[src/rtl/kyber_pkg.sv]
// Shared types and widths for the polynomial memory read path.
// Holds the reader state encoding and the coefficient-pair entry layout.
package kyber_pkg;

    localparam int COEFF_W = 16;
    localparam int ADDR_W  = 16;

    typedef enum logic [1:0] {
        IDLE,
        READ,
        DRAIN,
        FIN
    } reader_state_t;

    typedef struct packed {
        logic [COEFF_W-1:0] d0;
        logic [COEFF_W-1:0] d1;
        logic               last;
    } pair_t;

endpackage

[src/rtl/pair_fifo.sv]
// Small synchronous FIFO for coefficient pairs; same-cycle push and pop allowed.
// Head entry is visible combinationally so the consumer sees it without an extra cycle.
module pair_fifo #(
    parameter int W     = 33,
    parameter int DEPTH = 4
) (
    input  logic                         clk,
    input  logic                         reset,
    input  logic                         push,
    input  logic [W-1:0]                 push_d,
    input  logic                         pop,
    output logic [W-1:0]                 head_d,
    output logic [$clog2(DEPTH+1)-1:0]   count,
    output logic                         empty,
    output logic                         full
);
    localparam int CW = $clog2(DEPTH + 1);
    localparam int PW = (DEPTH > 1) ? $clog2(DEPTH) : 1;
    localparam logic [PW-1:0] LAST_IDX = PW'(DEPTH - 1);
    localparam logic [CW-1:0] FULL_CNT = CW'(DEPTH);

    logic [W-1:0]  mem_reg [DEPTH];
    logic [PW-1:0] wr_ptr_reg;
    logic [PW-1:0] rd_ptr_reg;
    logic [CW-1:0] count_reg;
    logic          do_push;
    logic          do_pop;

    function automatic logic [PW-1:0] bump(input logic [PW-1:0] p);
        return (p == LAST_IDX) ? '0 : p + 1'b1;
    endfunction

    assign empty  = (count_reg == '0);
    assign full   = (count_reg == FULL_CNT);
    assign count  = count_reg;
    assign head_d = mem_reg[rd_ptr_reg];
    assign do_pop  = pop && !empty;
    // A full FIFO can still take a push when the head leaves in the same cycle.
    assign do_push = push && (!full || do_pop);

    always_ff @(posedge clk) begin
        if (do_push) begin
            mem_reg[wr_ptr_reg] <= push_d;
        end
    end

    always_ff @(posedge clk or negedge reset) begin
        if (!reset) begin
            wr_ptr_reg <= '0;
            rd_ptr_reg <= '0;
            count_reg  <= '0;
        end else begin
            if (do_push) begin
                wr_ptr_reg <= bump(wr_ptr_reg);
            end
            if (do_pop) begin
                rd_ptr_reg <= bump(rd_ptr_reg);
            end
            case ({do_push, do_pop})
                2'b10:   count_reg <= count_reg + 1'b1;
                2'b01:   count_reg <= count_reg - 1'b1;
                default: count_reg <= count_reg;
            endcase
        end
    end

endmodule

[src/rtl/poly_ram_reader.sv]
// Streams len coefficient pairs out of poly_ram using both read ports per cycle.
// Reads are credit-gated so the pair FIFO absorbs consumer back-pressure without overflow.
module poly_ram_reader
    import kyber_pkg::*;
#(
    parameter int DEPTH      = 64,
    parameter int DW         = COEFF_W,
    parameter int AW         = ADDR_W,
    parameter int FIFO_DEPTH = 4
) (
    input  logic          clk,
    input  logic          reset,
    input  logic          start,
    input  logic [AW-1:0] base_addr,
    input  logic [AW-1:0] len,
    output logic          busy,
    output logic          done,
    output logic          r1_en,
    output logic          r2_en,
    output logic [AW-1:0] r1_addr,
    output logic [AW-1:0] r2_addr,
    input  logic [DW-1:0] r1_d,
    input  logic [DW-1:0] r2_d,
    output logic          out_valid,
    input  logic          out_ready,
    output logic [DW-1:0] out_d0,
    output logic [DW-1:0] out_d1,
    output logic          out_last
);
    localparam int FW = 2 * DW + 1;
    localparam int CW = $clog2(FIFO_DEPTH + 1);
    localparam logic [AW-1:0] ADDR_MASK = AW'(DEPTH - 1);
    localparam logic [CW:0]   CREDITS   = (CW + 1)'(FIFO_DEPTH);

    reader_state_t state_reg, state_next;
    logic [AW-1:0] base_reg;
    logic [AW-1:0] len_reg;
    logic [AW-1:0] issue_cnt_reg, issue_cnt_next;
    logic          inflight_reg;
    logic          inflight_last_reg;

    logic          credit_ok;
    logic          issue;
    logic          issue_last;
    logic          pop;
    logic          fifo_empty;
    logic          fifo_full;
    logic [CW-1:0] fifo_count;
    logic [FW-1:0] head_d;
    logic [AW-1:0] even_addr;

    // Count the read still in flight so a landing response always has a free slot.
    assign credit_ok  = ({1'b0, fifo_count} + {{CW{1'b0}}, inflight_reg}) < CREDITS;
    assign issue      = (state_reg == READ) && credit_ok && !fifo_full;
    assign issue_last = issue && (issue_cnt_reg == len_reg - 1'b1);
    assign even_addr  = (base_reg + {issue_cnt_reg[AW-2:0], 1'b0}) & ADDR_MASK;

    assign busy    = (state_reg != IDLE);
    assign done    = (state_reg == FIN);
    assign r1_en   = issue;
    assign r2_en   = issue;
    assign r1_addr = issue ? even_addr : '0;
    assign r2_addr = issue ? ((even_addr + 1'b1) & ADDR_MASK) : '0;

    assign out_valid = !fifo_empty;
    assign pop       = out_valid && out_ready;
    assign out_d0    = fifo_empty ? '0 : head_d[DW-1:0];
    assign out_d1    = fifo_empty ? '0 : head_d[2*DW-1:DW];
    assign out_last  = fifo_empty ? 1'b0 : head_d[FW-1];

    always_comb begin
        state_next     = state_reg;
        issue_cnt_next = issue_cnt_reg;
        case (state_reg)
            IDLE: begin
                if (start) begin
                    state_next     = (len == '0) ? FIN : READ;
                    issue_cnt_next = '0;
                end
            end
            READ: begin
                if (issue) begin
                    issue_cnt_next = issue_cnt_reg + 1'b1;
                end
                if (issue_last) begin
                    state_next = DRAIN;
                end
            end
            DRAIN: begin
                if (pop && out_last) begin
                    state_next = FIN;
                end
            end
            FIN: begin
                state_next = IDLE;
            end
            default: begin
                state_next = IDLE;
            end
        endcase
    end

    always_ff @(posedge clk or negedge reset) begin
        if (!reset) begin
            state_reg         <= IDLE;
            base_reg          <= '0;
            len_reg           <= '0;
            issue_cnt_reg     <= '0;
            inflight_reg      <= 1'b0;
            inflight_last_reg <= 1'b0;
        end else begin
            state_reg         <= state_next;
            issue_cnt_reg     <= issue_cnt_next;
            inflight_reg      <= issue;
            inflight_last_reg <= issue_last;
            if (state_reg == IDLE && start) begin
                base_reg <= base_addr;
                len_reg  <= len;
            end
        end
    end

    // Read data lands one cycle after issue and goes straight into the FIFO.
    pair_fifo #(
        .W     (FW),
        .DEPTH (FIFO_DEPTH)
    ) u_fifo (
        .clk    (clk),
        .reset  (reset),
        .push   (inflight_reg),
        .push_d ({inflight_last_reg, r2_d, r1_d}),
        .pop    (pop),
        .head_d (head_d),
        .count  (fifo_count),
        .empty  (fifo_empty),
        .full   (fifo_full)
    );

endmodule

[config.mk]
export PLATFORM = sky130hd
export DESIGN_NAME = poly_ram_reader
export DESIGN_NICKNAME = d
export VERILOG_FILES = /design/src/rtl/kyber_pkg.sv /design/src/rtl/pair_fifo.sv /design/src/rtl/poly_ram_reader.sv
export SDC_FILE = /design/constraint.sdc
export NUM_CORES = 1
export LEC_CHECK = 0
export CAP_MARGIN = 10
export CORE_MARGIN = 2
export CORE_UTILIZATION = 50
export DETAILED_ROUTE_END_ITERATION = 6
export PLACE_DENSITY = 0.82
export SYNTH_ARGS = -nofsm -noshare
export SYNTH_HDL_FRONTEND = slang
export SYNTH_HIERARCHICAL = 1
export SYNTH_SLANG_ARGS = --single-unit
[constraint.sdc]
create_clock -name clk -period 6.4 [get_ports clk]
set_clock_uncertainty 0.15 [all_clocks]
set_input_delay 1.28 -clock clk [delete_from_list [all_inputs] [get_ports clk]]
set_output_delay 1.28 -clock clk [all_outputs]
set_load 0.01 [all_outputs]
# Word-level counts from Yosys, hierarchy flattened
# Memory sizes are Yosys's and may differ from the RTL's.
# Cells that the tools add are included.
[word_totals]
out_inout_bits = 70
mem_bits_rw = 132
regBits = 49
n_memories = 1
elab_cells = 70
[classes]
order_cmp = 1
addsub = 9
eq_ne = 13
reduce_logical = 19
muxes = 18
[mem_list]
columns = ["name", "words", "word_bits", "rd", "rd_ports_with_merged_regs", "wr", "line", "rtl"]
rows = [
  ["u_fifo.mem_reg", 4, 33, 1, 0, 1, "pair_fifo.sv:22", "logic [W-1:0] mem_reg [DEPTH];"],
]
[op_table]
columns = ["cell", "count"]
rows = [
  ["$mux 16", 4],
  ["$pmux 16 s2", 1],
  ["$add 16x1->16 const B", 1],
  ["$eq 16x16->1", 1],
  ["$logic_not 16->1", 1],
  ["$sub 16x1->16 const B", 1],
  ["$mux 2", 6],
  ["$mux 6", 2],
  ["$eq 2x2->1 const B", 5],
  ["$logic_and 1x1->1", 8],
  ["$ne 2x2->1 const B", 4],
  ["$pmux 2 s4", 1],
  ["$add 6x1->6 const B", 1],
  ["$add 6x6->6", 1],
  ["$pmux 3 s2", 1],
  ["$reduce_and 3->1", 2],
  ["$reduce_bool 2->1", 3],
  ["$add 2x1->2 const B", 2],
  ["$add 3x1->4", 1],
  ["$eq 2x1->1 const B", 2],
  ["$lt 4x3->1 const B", 1],
  ["$add 3x1->3 const B", 1],
  ["$eq 3x3->1 const B", 1],
  ["$logic_not 3->1", 1],
  ["other kinds (5)", 8],
]

# Depth between registers and ports, before layout
[logic_depth]
word_depth = 8
depth_mapped = 10
mapped_depth_nobuf = 9

# Modules after synthesis
# Netlist, hierarchy kept.
[by_module_without_submodules]
columns = ["module", "instances", "cells_per_inst", "area_each_um2"]
rows = [
  ["pair_fifo", 1, 221, 5271.3],
  ["poly_ram_reader", 1, 350, 3205.6],
]

# Worst setup path before layout
# OpenSTA, ideal clock, no wires.
[synth_path]
kind = "in2reg"
startpoint = "in out_ready"
endpoint = "reg u_fifo.count_reg[2], in the netlist u_fifo/count[2]"
cell_stages = 7
path_slack_ps = 3115
setup_ps = 79
n_path_buf = 0
t_arrival_ps = 3055
path_cell_list = "nor2b_1 -> o31a_1 -> or2b_1 -> fa_1 -> nand2b_1 -> o32ai_2 -> xor2_1"
[synth_between]
elab_chain_len = 6
elab_cells_between_ends = 8
[synth_rtl]
columns = ["element", "line", "rtl"]
rows = [
  ["from (decl)", "poly_ram_reader.sv:25", "input logic out_ready,"],
  ["$logic_and 1x1->1 (*)", "poly_ram_reader.sv:66", "assign pop = out_valid && out_ready;"],
  ["$logic_and 1x1->1 (*)", "pair_fifo.sv:37", "assign do_pop = pop && !empty;"],
  ["$logic_or 1x1->1", "pair_fifo.sv:39", "assign do_push = push && (!full || do_pop);"],
  ["$logic_and 1x1->1", "pair_fifo.sv:39", ""],
  ["$eq 2x1->1 / $eq 2x2->1 (equally long branches)", "pair_fifo.sv:59", "case ({do_push, do_pop})"],
  ["$pmux 3 s2 / $reduce_bool 2->1 (equally long branches)", "n/a", ""],
  ["to (signal assigned)", "pair_fifo.sv:60", "2'b10: count_reg <= count_reg + 1'b1;"],
  ["to (signal assigned)", "pair_fifo.sv:61", "2'b01: count_reg <= count_reg - 1'b1;"],
  ["to (signal assigned)", "pair_fifo.sv:62", "default: count_reg <= count_reg;"],
  ["to (decl)", "pair_fifo.sv:25", "logic [CW-1:0] count_reg;"],
]
# Mark *: on every way between the ends. The rest lies on a longest branch, timed or not.
# A chain may end at the register's enable or synchronous reset.

# Worst setup path after layout
[layout_path]
startpoint = "reg state_reg[1]"
endpoint = "out r1_addr[1]"
[layout_between]
elab_chain_len = 4
[layout_rtl]
columns = ["element", "line", "rtl"]
rows = [
  ["from (decl)", "poly_ram_reader.sv:35", "reader_state_t state_reg, state_next;"],
  ["from (signal assigned)", "poly_ram_reader.sv:112", "state_reg <= state_next;"],
  ["$eq 2x1->1", "poly_ram_reader.sv:54", "assign issue = (state_reg == READ) && credit_ok && !fifo_full;"],
  ["$logic_and 1x1->1 (2 in series)", "poly_ram_reader.sv:54", ""],
  ["$mux 6", "poly_ram_reader.sv:62", "assign r1_addr = issue ? even_addr : '0;"],
  ["to (decl)", "poly_ram_reader.sv:20", "output logic [AW-1:0] r1_addr,"],
]
# Every way passes these cells.

==> results.json <==
{
  "cts-hold-fix-buffers": 0,
  "syn_to_final_growth_pct": 20.3,
  "diodes": 0,
  "syn_inst": 571,
  "routed-via-count": 5045,
  "avgViaCountPerCell": 5.56,
  "synth-edff-count": 132,
  "drv.max_cap_violation_count": 0,
  "crit_fanout": 14,
  "die_height_um": 134,
  "vias_in_the_first_global_route": 5225,
  "global_route_wire_length_before_repair_mm": 26.9,
  "drc": 0,
  "initialDrtViolationCount": 287,
  "crit_type": "reg -> out",
  "classification_of_the_worst_slack_hold_path": "reg -> reg",
  "critical_path.slowest_cell": "nand3_1",
  "asyncSetResetFlopFracSynth_pct": 27.1,
  "grt_max_degree": 50,
  "cts_tree": "done",
  "total_routed_wirelength_mm": 16.7,
  "post-place-ws_ns": 2.36,
  "number_of_pins_exceeding_their_max_slew_limit_in_the_final_report": 0,
  "synth_top_flop_cell": "edfxtp_1",
  "dp.final_hpwl_mm": 11.6,
  "critical_path_required_ns": 4.97,
  "yosys.cell_count.top_type": "edfxtp_1",
  "leakage_dissipation_uw": 0.00370,
  "gpl.final_weighted_congestion": 0.887,
  "floorplan.io_pins": 138,
  "start_util_pct": 51.1,
  "synth_top_cells_by_count": "edfxtp_1 (132), dfrtp_1 (49), nor2b_1 (35)",
  "cts_buffer_depth": 2,
  "h_tree_depth_reported_by_cts": 4,
  "setup_violations": 0,
  "crit_family": "buffers and inverters",
  "fill_cells": 1216,
  "fp-row-count": 47,
  "crit_top_cell": "inv_1",
  "critical_path.n_buffers_inverters": 3,
  "die-area_um2": 18000,
  "max_slew.worst_pin.slew_ns": 0.904,
  "cp_data_arrival_time_ns": 3.06,
  "avgRoutedWirePerCell_um": 18.4,
  "netlist_top_cells_area": "edfxtp_1 (47%), dfrtp_1 (14%), mux4_2 (8.8%)",
  "placed_cells_incl_taps": 875,
  "clock_pin_slew_on_the_worst_setup_and_hold_paths_ns": 0.06,
  "smallest_setup_slack_after_layout_ns": 1.91,
  "clockRootBuffer": "clkbuf_16",
  "yosysTopAreaCellShare_pct": 46.8,
  "core_area_um2": 16600,
  "synth_area_per_cell_um2": 14.8,
  "post_layout_nonfiller_instances": 908,
  "nets": 762,
  "globalRouteTotalUtil_pct": 19.4,
  "timing.final.crit_share_pct": 70.1,
  "portion_of_the_post_synthesis_area_used_by_sequential_elements_pct": 61.2,
  "yosys.area.top_type": "edfxtp_1",
  "cts_repair_resize_count": 0,
  "timing.critical_path.from_type": "flop",
  "hold_ws_ns": 0.367,
  "globalRouteOverflowTotal": 0,
  "slowest_delay_ns": 0.53,
  "yosysWarnings": 6,
  "power_density_nw_per_um2": 448,
  "ant_nets": 0,
  "max-vdd-ir-drop_mv": 0.209,
  "setup.worst_path.end_class": "output pin",
  "cts_buffers": 17,
  "grt_antenna_before_repair": 0,
  "tns_ns": 0,
  "outcome": "finished clean",
  "max_freq_mhz": 223,
  "insertion_delay_ns": 0.42,
  "ff2ff_setup_slack_ns": 3.05,
  "setup_repair_bufs_after_cts": 0,
  "synthDistinctLibCells": 71,
  "clock-sinks": 181,
  "layout.core_utilization_pct": 61.5,
  "worst_slew_margin_rel_pct": 39.7,
  "post_synthesis_instance_area_um2": 8480,
  "yosys_reg_bits": 181,
  "multi_input_area_um2": 3030,
  "die_width_um": 134,
  "post_route_cells_drive_above_1_share_pct": 15.8,
  "drt_pass1_iterations": 4,
  "area.sequential_um2": 5190,
  "hold_violations": 0,
  "period_needed_ns": 4.49,
  "io_buffers": 107,
  "crit_path_cell_trace": "inv_1 > ha_1 > nand3_1 > inv_1 > and2_1 > clkdlybuf4s50_1",
  "rsz0062_at_grt": "no",
  "largest_register_ff_count": 132
}
==> cell families (layout without fill, tap and decap cells) <==
logic type                 count (synthesis)  count (layout)  share of synthesized area, %
adders and majority gates                 19              19                          2.98
DFF                                      181             181                          61.2
muxes                                     62              62                          12.6
and+or+nand+nor                          154             154                          10.3
AOI/OAI and AO/OA                         55              55                          5.05
buffers and inverters                     62             160                          3.99
other                                      1              20                        0.0442
xor gates and xnor gates                  37              37                          3.82
==> worst reg2reg max path: cells and delay by family (launching register included) <==
kind / cells / cell delay (ns)
adders and majority gates: 1 / 0.49
AOI/OAI and AO/OA: 2 / 0.69
DFF: 1 / 0.42
and+or+nand+nor: 3 / 1.37
buffers and inverters: 1 / 0.15
==> layout make-up <==
type | instances | area share (%)
Clock buffer | 21 | 4.32
Clock inverter | 11 | 0.944
Inverter | 17 | 0.626
Multi-Input combinational cell | 347 | 29.7
Sequential cell | 181 | 50.9
Tap cell | 220 | 2.70
Timing Repair Buffer | 111 | 10.9
==> cells in the final DEF (no fill, tap or decap), types with 10 or more instances in the layout <==
master and n:
edfxtp_1 132, clkdlybuf4s50_1 106, dfrtp_1 48, nor2b_1 35, mux4_2 33, nor2_1 29, mux2_2 24, conb_1 20
xor2_1 19, xnor2_1 18, inv_1 17, ha_1 17, clkbuf_16 17, nand2_1 16, nand3_1 15, nor3_1 12
a21oi_1 10
==> worst paths after layout <==
kind	startpoint	end	cells after the start
max reg2reg	state_reg[1]$_DFFE_PN0P_	issue_cnt_reg[15]$_DFFE_PN0P_	7
max	state_reg[1]$_DFFE_PN0P_	r1_addr[1]	6
min reg2reg	inflight_last_reg$_DFF_PN0_	u_fifo/mem_reg[3][32]$_DFFE_PP_	0
min in group asynchronous	reset	len_reg[11]$_DFFE_PN0P_	1
max in group asynchronous	reset	u_fifo/rd_ptr_reg[0]$_DFFE_PN0N_	2
min	inflight_last_reg$_DFF_PN0_	u_fifo/mem_reg[3][32]$_DFFE_PP_	0
==> per-stage QoR <==
step | total power, uW | instance area, um^2
6_report | 4570 | 10200
4_1_cts | 4610 | 10200
5_1_grt | 4840 | 10200
3_5_place_dp | 3670 | 9640
3_3_place_gp | 3580 | 9640
2_1_floorplan | 2950 | 8550
==> where the power goes <==
group          internal (uW)  leakage (uW)  total (uW)  switching [uW]
logic                   1010       0.00163        1930             918
clock network            506      0.000264         939             433
registers               1490       0.00181        1700             209
==> layer usage <==
layer / global-route usage, % / share of wire (%) / wire length [um]
met4: 5.15 / 0.81 / 136
met1: 24.2 / 41 / 6900
met3: 3.97 / 4.5 / 746
met5: 0 / 0 / 0
met2: 34.8 / 53 / 8930
No activity file was read; power rests on OpenSTA's default activity.
==> RTL change (same settings) <==
Set the parameter `FIFO_DEPTH` to 8 (it was 4).
--- a/src/rtl/poly_ram_reader.sv
+++ b/src/rtl/poly_ram_reader.sv
@@ -7,5 +7,5 @@
     parameter int DW         = COEFF_W,
     parameter int AW         = ADDR_W,
-    parameter int FIFO_DEPTH = 4
+    parameter int FIFO_DEPTH = 8
 ) (
     input  logic          clk,
Behaviour: not the same (a bounded check fails within 10 cycles, from zero or initial values and one cycle with reset low).
==> RTL change against the original RTL <==
  * Register-to-register slack got worse by 0.36 ns
  * Wire length rose by 60%
  * Synthesized area increased by 63%
  * Combinational power is 30% higher
  * Final area increased by 60%
  * Worst setup slack got worse by 0.46 ns
  * Critical path depth is 1 lower
  * Sequential cell count rose by 135
  * Power up 56%
  * Non-clock buffer count grew 13
  * Synthesized cell count up 42%
  * Worst hold slack better by 0.0029 ns
==> RTL change: results (changes against the original RTL) <==
- Status: completed
- Worst setup path start: u_fifo/rd_ptr_reg[0]$_DFFE_PN0P_
- Initial antenna violation count: 1 (+1)
- Syn Area/Cell: 17.0 µm² (+15%)
- Number of stages on the worst hold path: 1 (+1)
- Vias in the first global route: 7444 (+42%)
- Leak: 5.54 nW (+50%)
- Post-synthesis compound-gate area fraction: 2.73% (-2.3 points)
- DRT iter0 DRCs: 541 (+89%)
- Hold endpoint: base_reg[4]$_DFFE_PN0P_
- CP peak stage delay: 1.07 ns (+0.54 ns)
- Worst VDD drop: 0.278 mV (+33%)
- Max reg flops: 264 (+100%)
- Total GRT Usage: 18.5% (-0.99 points)
- Yosys cell types: 61 (-14%)
- Critical path fanouts, max: 51 (+37)
- First-pass DRT Iterations: 5 (+1)
- Adder-cell area share of the yosys netlist: 2.00% (-0.98 points)
- Fillers: 1982 (+63%)
- Asr flop ratio synth: 16.5% (-11 points)
- Area grow syn2layout: 17.5%
- Max Root-Sink Buffers: 3 (+1)
- Slowest cell on crit path: dfrtp_4
- Post-synthesis sequential area ratio: 66.6% (+5.4 points)
- Crit path max-delay family: flip-flops
==> RTL change: report_power, final <==
group | switching, mW | internal (mW) | leakage, nW
registers | 0.402 | 2.50 | 3.02
clock network | 0.721 | 1.00 | 0.476
logic | 1.09 | 1.42 | 2.04
total | 2.21 | 4.92 | 5.54
==> RTL change: worst reg2reg max path, delay by kind of cell, from the launching register on <==
kind / cells / cell delay, ns
AOI/OAI and AO/OA: 3 / 0.63
adders and majority gates: 2 / 0.72
and+or+nand+nor: 3 / 1.59
DFF: 1 / 0.48
==> RTL change: final cells by class <==
type / count / share of cell area, %
sequential: 316 / 56.7
multi-input combinational: 440 / 26.6
timing repair buffer: 124 / 7.41
clock buffer: 35 / 4.86
tap: 372 / 2.86
clock inverter: 23 / 1.11
inverter: 18 / 0.415
==> RTL change: how the worst max path moves through the flow <==
stage | end | slack [ns] | cells past startpoint
after floorplan | u_fifo/mem_reg[4][0]$_DFFE_PP_ | 0.51 | 3
after global routing | out_d1[9] | 1.24 | 5
after detailed placement | out_d0[8] | 1.99 | 5
final | out_d1[9] | 1.45 | 5
after CTS | out_d0[8] | 1.37 | 5
after global placement | out_d0[8] | 2.00 | 5
==> RTL change: cells by family after synthesis <==
logic type      count (synthesis)
fa+ha+maj                      21
xor+xnor                       38
flops                         316
other cells                     1
buf+inv                        76
compound gates                 51
mux                           129
simple gates                  181
==> RTL change: metal layers <==
| layer | vias up | share of wire (%) | GRT usage, % |
|---|---|---|---|
| met3 | 44 | 5.7 | 3.26 |
| met1 | 3772 | 42 | 24.5 |
| met4 | 2 | 1.8 | 4.20 |
| met5 | - | 0.049 | 0 |
| li1 | 3381 | - | - |
| met2 | 213 | 51 | 32.0 |
